==> config.mk <==
export PLATFORM = sky130hd
export DESIGN_NAME = cdb_arbiter
export DESIGN_NICKNAME = d
export VERILOG_FILES = /design/src/rtl/tomasulo_pkg.sv /design/src/rtl/cdb_rr_pick.sv /design/src/rtl/cdb_arbiter.sv
export SDC_FILE = /design/constraint.sdc
export NUM_CORES = 1
export LEC_CHECK = 0
export ABC_CLOCK_PERIOD_IN_PS = 3700
export CAP_MARGIN = 40
export CELL_PAD_IN_SITES_DETAIL_PLACEMENT = 1
export CELL_PAD_IN_SITES_GLOBAL_PLACEMENT = 1
export CORE_ASPECT_RATIO = 1.1
export CORE_MARGIN = 2
export CORE_UTILIZATION = 44
export CTS_CLUSTER_SIZE = 8
export DETAILED_ROUTE_END_ITERATION = 10
export DONT_BUFFER_PORTS = 1
export PLACE_DENSITY_LB_ADDON = 0.1
export SYNTH_ARGS = -nofsm -noshare
export SYNTH_HDL_FRONTEND = slang
export SYNTH_SLANG_ARGS = --single-unit
==> constraint.sdc <==
create_clock -name clk -period 3.7 [get_ports clk]
set_input_delay 0.74 -clock clk [delete_from_list [all_inputs] [get_ports clk]]
set_output_delay 0.74 -clock clk [all_outputs]
set_load 0.02 [all_outputs]
==> src/rtl/tomasulo_pkg.sv <==
// rtl/tomasulo_pkg.sv - shared Tomasulo core constants used by the CDB arbiter
// Contents:
//   LW_DEFAULT  default result tag width
//   LABEL_NONE  reserved tag value meaning "no producer"
//   CH_*        conventional channel indices of the functional units
//   idx_width() bits needed to hold a channel index (at least 1)
package tomasulo_pkg;

   localparam int LW_DEFAULT = 4;
   localparam int LABEL_NONE = 0;

   localparam int CH_ALU = 0;
   localparam int CH_MUL = 1;
   localparam int CH_DIV = 2;
   localparam int CH_LS  = 3;

   function automatic int idx_width(input int n);
      return (n > 1) ? $clog2(n) : 1;
   endfunction

endpackage

==> src/rtl/cdb_rr_pick.sv <==
// rtl/cdb_rr_pick.sv - combinational rotate-then-find-first channel picker
// Ports:
//   req      in   N   per-channel request
//   ptr      in   PW  channel that gets first look when rr_mode=1
//   rr_mode  in   1   1 = start scan at ptr, 0 = start scan at channel 0
//   grant    out  N   one-hot-or-zero winner
//   idx      out  PW  binary index of the winner (0 when no request)
//   valid    out  1   some request is present
module cdb_rr_pick
   import tomasulo_pkg::*;
#(
   parameter int N  = 4,
   parameter int PW = idx_width(N)
) (
   input  logic [N-1:0]  req,
   input  logic [PW-1:0] ptr,
   input  logic          rr_mode,
   output logic [N-1:0]  grant,
   output logic [PW-1:0] idx,
   output logic          valid
);

   logic [PW-1:0] start;
   logic [N-1:0]  rot;
   logic [PW-1:0] src;
   int            off;

   assign start = rr_mode ? ptr : '0;

   // rot[j] is the request of the channel j places after start, so the
   // lowest set bit of rot is the round-robin winner.
   always_comb begin
      rot = '0;
      src = '0;
      for (int j = 0; j < N; j++) begin
         src    = PW'((int'(start) + j) % N);
         rot[j] = req[src];
      end
   end

   // Descending scan so the lowest set offset is the one left standing.
   always_comb begin
      valid = 1'b0;
      off   = 0;
      for (int j = N - 1; j >= 0; j--) begin
         if (rot[j]) begin
            valid = 1'b1;
            off   = j;
         end
      end
   end

   assign idx   = valid ? PW'((int'(start) + off) % N) : '0;
   assign grant = valid ? (N'(1) << idx) : '0;

endmodule

==> src/rtl/cdb_arbiter.sv <==
// rtl/cdb_arbiter.sv - common-data-bus arbiter and registered broadcast
// Ports:
//   clk        in   1     clock
//   nRST       in   1     asynchronous active-low reset
//   require    in   N     per-channel request, held with stable data/label
//   data_in    in   N*DW  packed result data, channel i at [i*DW +: DW]
//   label_in   in   N*LW  packed result tags, channel i at [i*LW +: LW]
//   accept     out  N     one-hot-or-zero grant, same cycle as request
//   BCEN       out  1     broadcast valid, one cycle after the grant
//   BCdata     out  DW    broadcast data, holds when nothing broadcasts
//   BClabel    out  LW    broadcast tag, 0 whenever BCEN=0
//   label_err  out  1     sticky: a request with tag 0 was granted
module cdb_arbiter
   import tomasulo_pkg::*;
#(
   parameter int N       = 4,
   parameter int DW      = 32,
   parameter int LW      = LW_DEFAULT,
   parameter int RR_MODE = 1
) (
   input  logic            clk,
   input  logic            nRST,
   input  logic [N-1:0]    require,
   input  logic [N*DW-1:0] data_in,
   input  logic [N*LW-1:0] label_in,
   output logic [N-1:0]    accept,
   output logic            BCEN,
   output logic [DW-1:0]   BCdata,
   output logic [LW-1:0]   BClabel,
   output logic            label_err
);

   localparam int PW = idx_width(N);

   logic [PW-1:0] ptr;
   logic [N-1:0]  g_onehot;
   logic [PW-1:0] g_idx;
   logic          g_valid;
   logic [DW-1:0] sel_data;
   logic [LW-1:0] sel_label;
   logic          sel_none;

   // The grant looks only at require/ptr, so no path runs from a
   // producer's data or label back into its own accept.
   cdb_rr_pick #(
      .N  (N),
      .PW (PW)
   ) u_pick (
      .req     (require),
      .ptr     (ptr),
      .rr_mode (RR_MODE != 0),
      .grant   (g_onehot),
      .idx     (g_idx),
      .valid   (g_valid)
   );

   assign accept    = nRST ? g_onehot : '0;
   assign sel_data  = data_in[int'(g_idx) * DW +: DW];
   assign sel_label = label_in[int'(g_idx) * LW +: LW];
   assign sel_none  = (sel_label == LW'(LABEL_NONE));

   // Pointer moves past the winner on every grant, tag-0 grants included,
   // so a bad producer cannot starve the others. Fixed priority keeps it 0.
   always_ff @(posedge clk or negedge nRST) begin
      if (!nRST) begin
         ptr <= '0;
      end else if (RR_MODE != 0 && g_valid) begin
         ptr <= (int'(g_idx) == N - 1) ? '0 : g_idx + PW'(1);
      end
   end

   // A tag-0 result is drained (accepted) but never reaches the bus.
   always_ff @(posedge clk or negedge nRST) begin
      if (!nRST) begin
         BCEN      <= 1'b0;
         BCdata    <= '0;
         BClabel   <= '0;
         label_err <= 1'b0;
      end else if (g_valid && !sel_none) begin
         BCEN    <= 1'b1;
         BCdata  <= sel_data;
         BClabel <= sel_label;
      end else begin
         BCEN    <= 1'b0;
         BClabel <= '0;
         if (g_valid) begin
            label_err <= 1'b1;
         end
      end
   end

endmodule
# Word-level counts from Yosys, hierarchy flattened
# Cells that the tools add are included.
[op_classes] n_addsub=5 order_cmp=4 n_eq_ne=1 n_shift=3 mux=22 n_bitwise=1 n_reduce_logical=4
[ops] operator="$shiftx 128x8->32" n=1
[ops] operator="$shiftx 16x5->4" n=1
[ops] operator="$lt 2x3->1 const B" n=4
[ops] operator="$mux 2" n=6
[ops] operator="$mux 4" n=3
[ops] operator="$mux 1" n=9
[ops] operator="$bmux 1 s2" n=4
[ops] operator="$add 2x1->2 const B" n=2
[ops] operator="$add 2x2->2 const B" n=2
[ops] operator="$logic_not 4->1" n=1
[ops] operator="$shl 1x2->4 const A" n=1
[ops] operator="$add 2x2->2" n=1
[ops] operator="$eq 2x1->1 const B" n=1
[ops] operator="$reduce_and 2->1" n=1
[ops] operator="$logic_and 1x1->1" n=1
[ops] operator="$logic_not 1->1" n=1
[ops] operator="$not 1->1" n=1
[word_totals] register_bits=40 word_cells=45

# Logic depth before layout (Yosys ltp)
[logic_depth] ltp_word=15 mapped_depth=14 ltp_nobuf=12

# Cells and area by module
# From an unflattened synthesis, not the netlist that was laid out.
[hier_totals] cells_unflattened=172 area_unflattened_um2=2758.9
[by_module_without_submodules] module="cdb_arbiter" instances=1 cells_per_inst=137 area_each_um2=2493.6 seq_area_each_um2=1001.0
[by_module_without_submodules] module="cdb_rr_pick" instances=1 cells_per_inst=35 area_each_um2=265.3 seq_area_each_um2=0.0

# Worst setup path after synthesis
# Ideal clock, no wire load.
[synth_timing] path_kind="input -> output" from="input require[1]" to="output accept[0]" arrival_ns=2.706 required_ns=2.960 setup_slack_ns=0.254 stages=14 n_path_buf=2 cell_sequence="inv_1 nor3_1 a311oi_1 a31oi_1 a211o_1 ha_1 inv_1 o21ai_2 o2bb2ai_4 buf_2 buf_2 inv_2 ha_1 and3_1"
[synth_via] elab_chain_cells=11 word_cells_on_any_way=21 cone_classes="add/sub: 1; shift: 1; mux: 19"
[synth_lines] element="start: declaration" line_no="cdb_arbiter.sv:23" text="input logic [N-1:0] require,"
[synth_lines] element="$bmux 1 s2" line_no="cdb_rr_pick.sv:37" text="rot[j] = req[src];"
[synth_lines] element="$mux 1 (not written as such)" line_no="cdb_rr_pick.sv:37"
[synth_lines] element="$mux 2 (4 in series)" line_no="cdb_rr_pick.sv:46" text="if (rot[j]) begin"
[synth_lines] element="$add 2x2->2" line_no="cdb_rr_pick.sv:53" text="assign idx = valid ? PW'((int'(start) + off) % N) : '0;"
[synth_lines] element="$mux 2" line_no="cdb_rr_pick.sv:53"
[synth_lines] element="$shl 1x2->4" line_no="cdb_rr_pick.sv:54" text="assign grant = valid ? (N'(1) << idx) : '0;"
[synth_lines] element="$mux 4 (*)" line_no="cdb_rr_pick.sv:54"
[synth_lines] element="$mux 4 (*)" line_no="cdb_arbiter.sv:57" text="assign accept = nRST ? g_onehot : '0;"
[synth_lines] element="end: declaration" line_no="cdb_arbiter.sv:26" text="output logic [N-1:0] accept,"
# Every way passes the cells marked *; elsewhere a longest branch is shown, timed or not. The select of a mux whose other input is x is not followed.

# Final worst setup path
[layout_timing] from="register ptr[0]" to="output accept[1]"
[layout_via] elab_chain_cells=12 word_cells_on_any_way=24 cone_classes="add/sub: 4; shift: 1; mux: 19"
[layout_lines] element="start: declaration" line_no="cdb_arbiter.sv:35" text="logic [PW-1:0] ptr;"
[layout_lines] element="start signal: assignment" line_no="cdb_arbiter.sv:68" text="ptr <= (int'(g_idx) == N - 1) ? '0 : g_idx + PW'(1);"
[layout_lines] element="$add 2x2->2" line_no="cdb_rr_pick.sv:36" text="src = PW'((int'(start) + j) % N);"
[layout_lines] element="$bmux 1 s2" line_no="cdb_rr_pick.sv:37"
[layout_lines] element="$mux 1 (not written as such)" line_no="cdb_rr_pick.sv:37"
[layout_lines] element="$mux 2 (4 in series)" line_no="cdb_rr_pick.sv:46"
[layout_lines] element="$add 2x2->2" line_no="cdb_rr_pick.sv:53"
[layout_lines] element="$mux 2" line_no="cdb_rr_pick.sv:53"
[layout_lines] element="$shl 1x2->4" line_no="cdb_rr_pick.sv:54"
[layout_lines] element="$mux 4 (*)" line_no="cdb_rr_pick.sv:54"
[layout_lines] element="$mux 4 (*)" line_no="cdb_arbiter.sv:57"
# Marked as above.

==> impl_metrics.prom <==
# TYPE chip_impl_metric gauge
chip_impl_metric{name="synth.avg_cell_area",unit="um2"} 9.112
chip_impl_metric{name="clock.fmax",unit="MHz"} 302.8
chip_impl_metric{name="power.total",unit="uW"} 4392
chip_impl_metric{name="io_buffer_count",unit=""} 0
chip_impl_metric{name="globalRoute.totalOverflow",unit=""} 0
chip_impl_metric{name="final_instance_area",unit="um2"} 2935
chip_impl_metric{name="drt-vias-per-instance",unit=""} 6.842
chip_impl_metric{name="max_stage_delay",unit="ns"} 0.57
chip_impl_info{name="cts_tree",value="yes"} 1
chip_impl_metric{name="synth.net_count",unit=""} 456
chip_impl_metric{name="dr_total_vias",unit=""} 2518
chip_impl_metric{name="cts-buffers-inserted",unit=""} 5
chip_impl_metric{name="synthesis.area",unit="um2"} 2743
chip_impl_metric{name="clkPwrFrac",unit="%"} 8.7
chip_impl_metric{name="worst_path_required",unit="ns"} 2.96
chip_impl_metric{name="wire_length_of_the_first_global_routing_pass",unit="mm"} 12.67
chip_impl_info{name="cpMostUsedCell",value="ha_1"} 1
chip_impl_metric{name="tritoncts_num_sinks",unit=""} 40
chip_impl_metric{name="worst-slew-pin-transition",unit="ns"} 0.7384
chip_impl_metric{name="asyncSetResetFlopFracSynth",unit="%"} 100.0
chip_impl_metric{name="final_min_period_over_clock_period",unit="%"} 89.25
chip_impl_metric{name="power.switching",unit="uW"} 2191
chip_impl_info{name="yosys.cell_count.top_type",value="o22ai_1"} 1
chip_impl_info{name="timing.critical_path.cells",value="nor3_1 -> a311oi_1 -> a31oi_1 -> a211o_1 -> ha_1 -> inv_1 -> a21oi_1 -> o2bb2ai_4 -> inv_2 -> ha_1 -> and3_1"} 1
chip_impl_metric{name="n_fill_cell",unit=""} 718
chip_impl_metric{name="antenna_left",unit=""} 0
chip_impl_metric{name="gp_routability_congestion",unit=""} 0.8031
chip_impl_metric{name="power_leakage",unit="uW"} 0.001139
chip_impl_metric{name="clk_latency",unit="ns"} 0.29
chip_impl_info{name="status",value="completed"} 1
chip_impl_metric{name="detail_route.wirelength",unit="mm"} 8.475
chip_impl_metric{name="number_of_enable_flip_flop_cells_after_synthesis",unit=""} 0
chip_impl_metric{name="ys_warn_count",unit=""} 0
chip_impl_metric{name="slew_headroom",unit="%"} 50.77
chip_impl_metric{name="pwr-share-comb",unit="%"} 65.7
chip_impl_metric{name="hold_buffers",unit=""} 0
chip_impl_metric{name="fin_crit",unit="ns"} 3.302
chip_impl_metric{name="remaining_drc_errors",unit=""} 0
chip_impl_info{name="setup.worst_path.end_class",value="output pin"} 1
chip_impl_metric{name="dpl.cell_count",unit=""} 360
chip_impl_metric{name="power_switching_share",unit="%"} 49.90
chip_impl_metric{name="post-cts-setup-buffers",unit=""} 0
chip_impl_metric{name="critPathMaxFanout",unit=""} 10
chip_impl_metric{name="detail_route.iter0.violations",unit=""} 92
chip_impl_metric{name="maximum_number_of_pins_on_one_net_before_global_route_repair",unit=""} 78
chip_impl_metric{name="first_pass_iters",unit=""} 4
chip_impl_info{name="slowest_stage",value="dfrtp_1"} 1
chip_impl_info{name="critical_path.startpoint_type",value="flip-flop"} 1
chip_impl_metric{name="slew_violations",unit=""} 0
chip_impl_metric{name="seq_power_share",unit="%"} 25.6
chip_impl_metric{name="post_synth_num_cell_types",unit=""} 34
chip_impl_metric{name="die_area",unit="um2"} 6881
chip_impl_metric{name="stdcell_count",unit=""} 368
chip_impl_info{name="synthFlopType",value="dfrtp_1"} 1
chip_impl_info{name="timing.setup.critical_path_class",value="flip-flop to output pin"} 1
chip_impl_metric{name="power_per_cell_area",unit="nW/um2"} 1496
chip_impl_metric{name="core_region_area",unit="um2"} 6081
chip_impl_info{name="timing.critical_path.max_delay_family",value="compound AO/OA/AOI/OAI gates"} 1
chip_impl_metric{name="power.internal",unit="uW"} 2200
chip_impl_metric{name="timing_hold_violations_final",unit=""} 0
chip_impl_metric{name="io_pins",unit=""} 192
chip_impl_info{name="synth.top_cells.by_count",value="o22ai_1 (64), dfrtp_1 (40), nand2_1 (37)"} 1
chip_impl_metric{name="fin_worst_skew",unit="ns"} 0.008042
chip_impl_metric{name="drv.max_cap_violation_count",unit=""} 0
chip_impl_info{name="rsz0062_at_grt",value="false"} 1
chip_impl_metric{name="dp_hpwl",unit="mm"} 6.181
chip_impl_metric{name="finalSetupTns",unit="ns"} 0
chip_impl_metric{name="routedWlPerCell",unit="um"} 23.03
chip_impl_metric{name="grt_antenna_before_repair",unit=""} 0
chip_impl_metric{name="synth.yosys.seq_area_share",unit="%"} 36.50
chip_impl_metric{name="ctsLongestPathBuffers",unit=""} 2
chip_impl_metric{name="area_delta_synth_final",unit="%"} 7.026
chip_impl_metric{name="area_after_detailed_placement",unit="um2"} 2814
chip_impl_metric{name="start_util",unit="%"} 45.10
chip_impl_info{name="ys_top_cells_by_area",value="dfrtp_1 (36%), o22ai_1 (15%), o221a_1 (13%)"} 1
chip_impl_metric{name="fp.dieW",unit="um"} 79.28
chip_impl_metric{name="post-synth-top-area-fraction",unit="%"} 36.50
chip_impl_metric{name="num_antenna_cells",unit=""} 0
chip_impl_metric{name="number_of_instances_in_the_synthesized_netlist",unit=""} 301
chip_impl_metric{name="number_of_global_route_vias_before_repair",unit=""} 2467
chip_impl_metric{name="vdd_ir_drop_max",unit="mV"} 0.6728
chip_impl_info{name="worstHoldPathType",value="input pin to async pin"} 1
chip_impl_metric{name="post_route_cells_drive_above_1_share",unit="%"} 10.76
chip_impl_metric{name="worst-path-buf-inv",unit=""} 2
chip_impl_metric{name="postCtsResizedCells",unit=""} 0
chip_impl_metric{name="chipHeight",unit="um"} 86.81
chip_impl_info{name="clock_tree.root_cell",value="clkbuf_8"} 1
chip_impl_metric{name="num_rows",unit=""} 30
chip_impl_metric{name="synth-seq-cells",unit=""} 40
chip_impl_metric{name="grt_util_all_layers",unit="%"} 23.72
chip_impl_metric{name="nNetsFinal",unit=""} 442
chip_impl_metric{name="clk_pin_slew",unit="ns"} 0.09
chip_impl_metric{name="h-tree-depth",unit=""} 2
chip_impl_info{name="synth.largest_area_cell",value="dfrtp_1"} 1
chip_impl_metric{name="worst-endpoint-arrival",unit="ns"} 2.56
chip_impl_metric{name="final_setup_fails",unit=""} 0
==> per-layer routing <==
layer	GRT usage (%)	vias to the layer above	routed length (um)
met5	0	-	0
met4	5.643	0	116
met3	6.458	9	691
met2	42.22	125	4260
met1	28.44	1222	3406
li1	-	1162	-
==> cell usage in the layout, fill, tap and decap left out, types with 2 or more instances in the layout <==
cell type / synthesis / layout
o22ai_1: 64 / 64
dfrtp_1: 40 / 40
nand2_1: 37 / 36
nand3_1: 36 / 36
o221a_1: 32 / 32
buf_4: 0 / 12
mux2i_1: 6 / 6
clkbuf_8: 0 / 6
nor2_1: 5 / 5
mux2_1: 5 / 5
ha_1: 5 / 5
nor4_1: 4 / 4
o31ai_1: 4 / 4
and3_1: 4 / 4
nor3_1: 2 / 2
inv_1: 2 / 2
a211o_1: 2 / 2
a21oi_1: 2 / 2
inv_2: 2 / 2
or2_1: 2 / 2
==> power by group through the flow <==
stage | Clock, uW | Sequential (uW) | Combinational, uW
2_1_floorplan | 0 | 1050 | 2280
3_3_place_gp | 0 | 1130 | 2700
3_5_place_dp | 0 | 1140 | 2910
4_1_cts | 390 | 1130 | 2910
5_1_grt | 405 | 1150 | 3190
6_report | 384 | 1120 | 2880
==> final timing paths <==
path / from / depth (start not counted) / endpoint / slack [ns]
max: ptr[0] / 11 / accept[1] / 0.40
min: nRST / 0 / label_err / 0.13
max reg2reg: ptr[0] / 12 / label_err / 0.57
min reg2reg: label_err / 1 / label_err / 0.65
max in group asynchronous: nRST / 0 / BCdata[13] / 3.46
min in group clk: label_err / 1 / label_err / 0.65
==> registers in the layout (all words and copies together), names as in the netlist <==
signal     flops
BCdata        32
BClabel        4
ptr            2
BCEN           1
label_err      1
==> metrics by stage <==
step	worst slack, ns	util (%)	hold WS [ns]
after floorplan	0.2542	-	0.4444
after global placement	0.3657	45.64	0.4456
after detailed placement	0.3692	46.28	0.4458
after CTS	0.3825	48.27	0.1225
after global routing	0.1811	48.27	0.1118
final	0.3979	48.27	0.1275
==> final cells by class <==
class | count | area, um2 | share of cell area [%]
clock buffers | 6 | 82.58 | 2.813
repair buffers | 14 | 128.9 | 4.390
inverters | 4 | 15.01 | 0.5115
multi-input cells | 222 | 1569 | 53.45
clock inverters | 2 | 38.79 | 1.321
flip-flops and latches | 40 | 1001 | 34.10
well taps | 80 | 100.1 | 3.410
==> worst register-to-register path, stage by stage (launching register included) <==
cell	delay, ns
dfrtp_1	0.57
nor3_1	0.11
a311oi_1	0.26
a31oi_1	0.07
a211o_1	0.29
ha_1	0.18
inv_1	0.09
o21ai_2	0.07
o2bb2ai_4	0.18
buf_4	0.34
buf_4	0.48
nor3b_1	0.10
a211o_1	0.28
==> cells by family (layout without fill, tap and decap cells) <==
logic type                 after synthesis  in the layout  synth area share (%)
and+or+nand+nor                         93             93                 15.74
buffers and inverters                   39             26                 6.797
AOI/OAI and AO/OA                      111            111                 33.08
adders and majority gates                5              5                 2.281
muxes                                   13             13                 5.611
DFF                                     40             40                 36.50
Note: power is estimated with default switching activity, not from simulation.
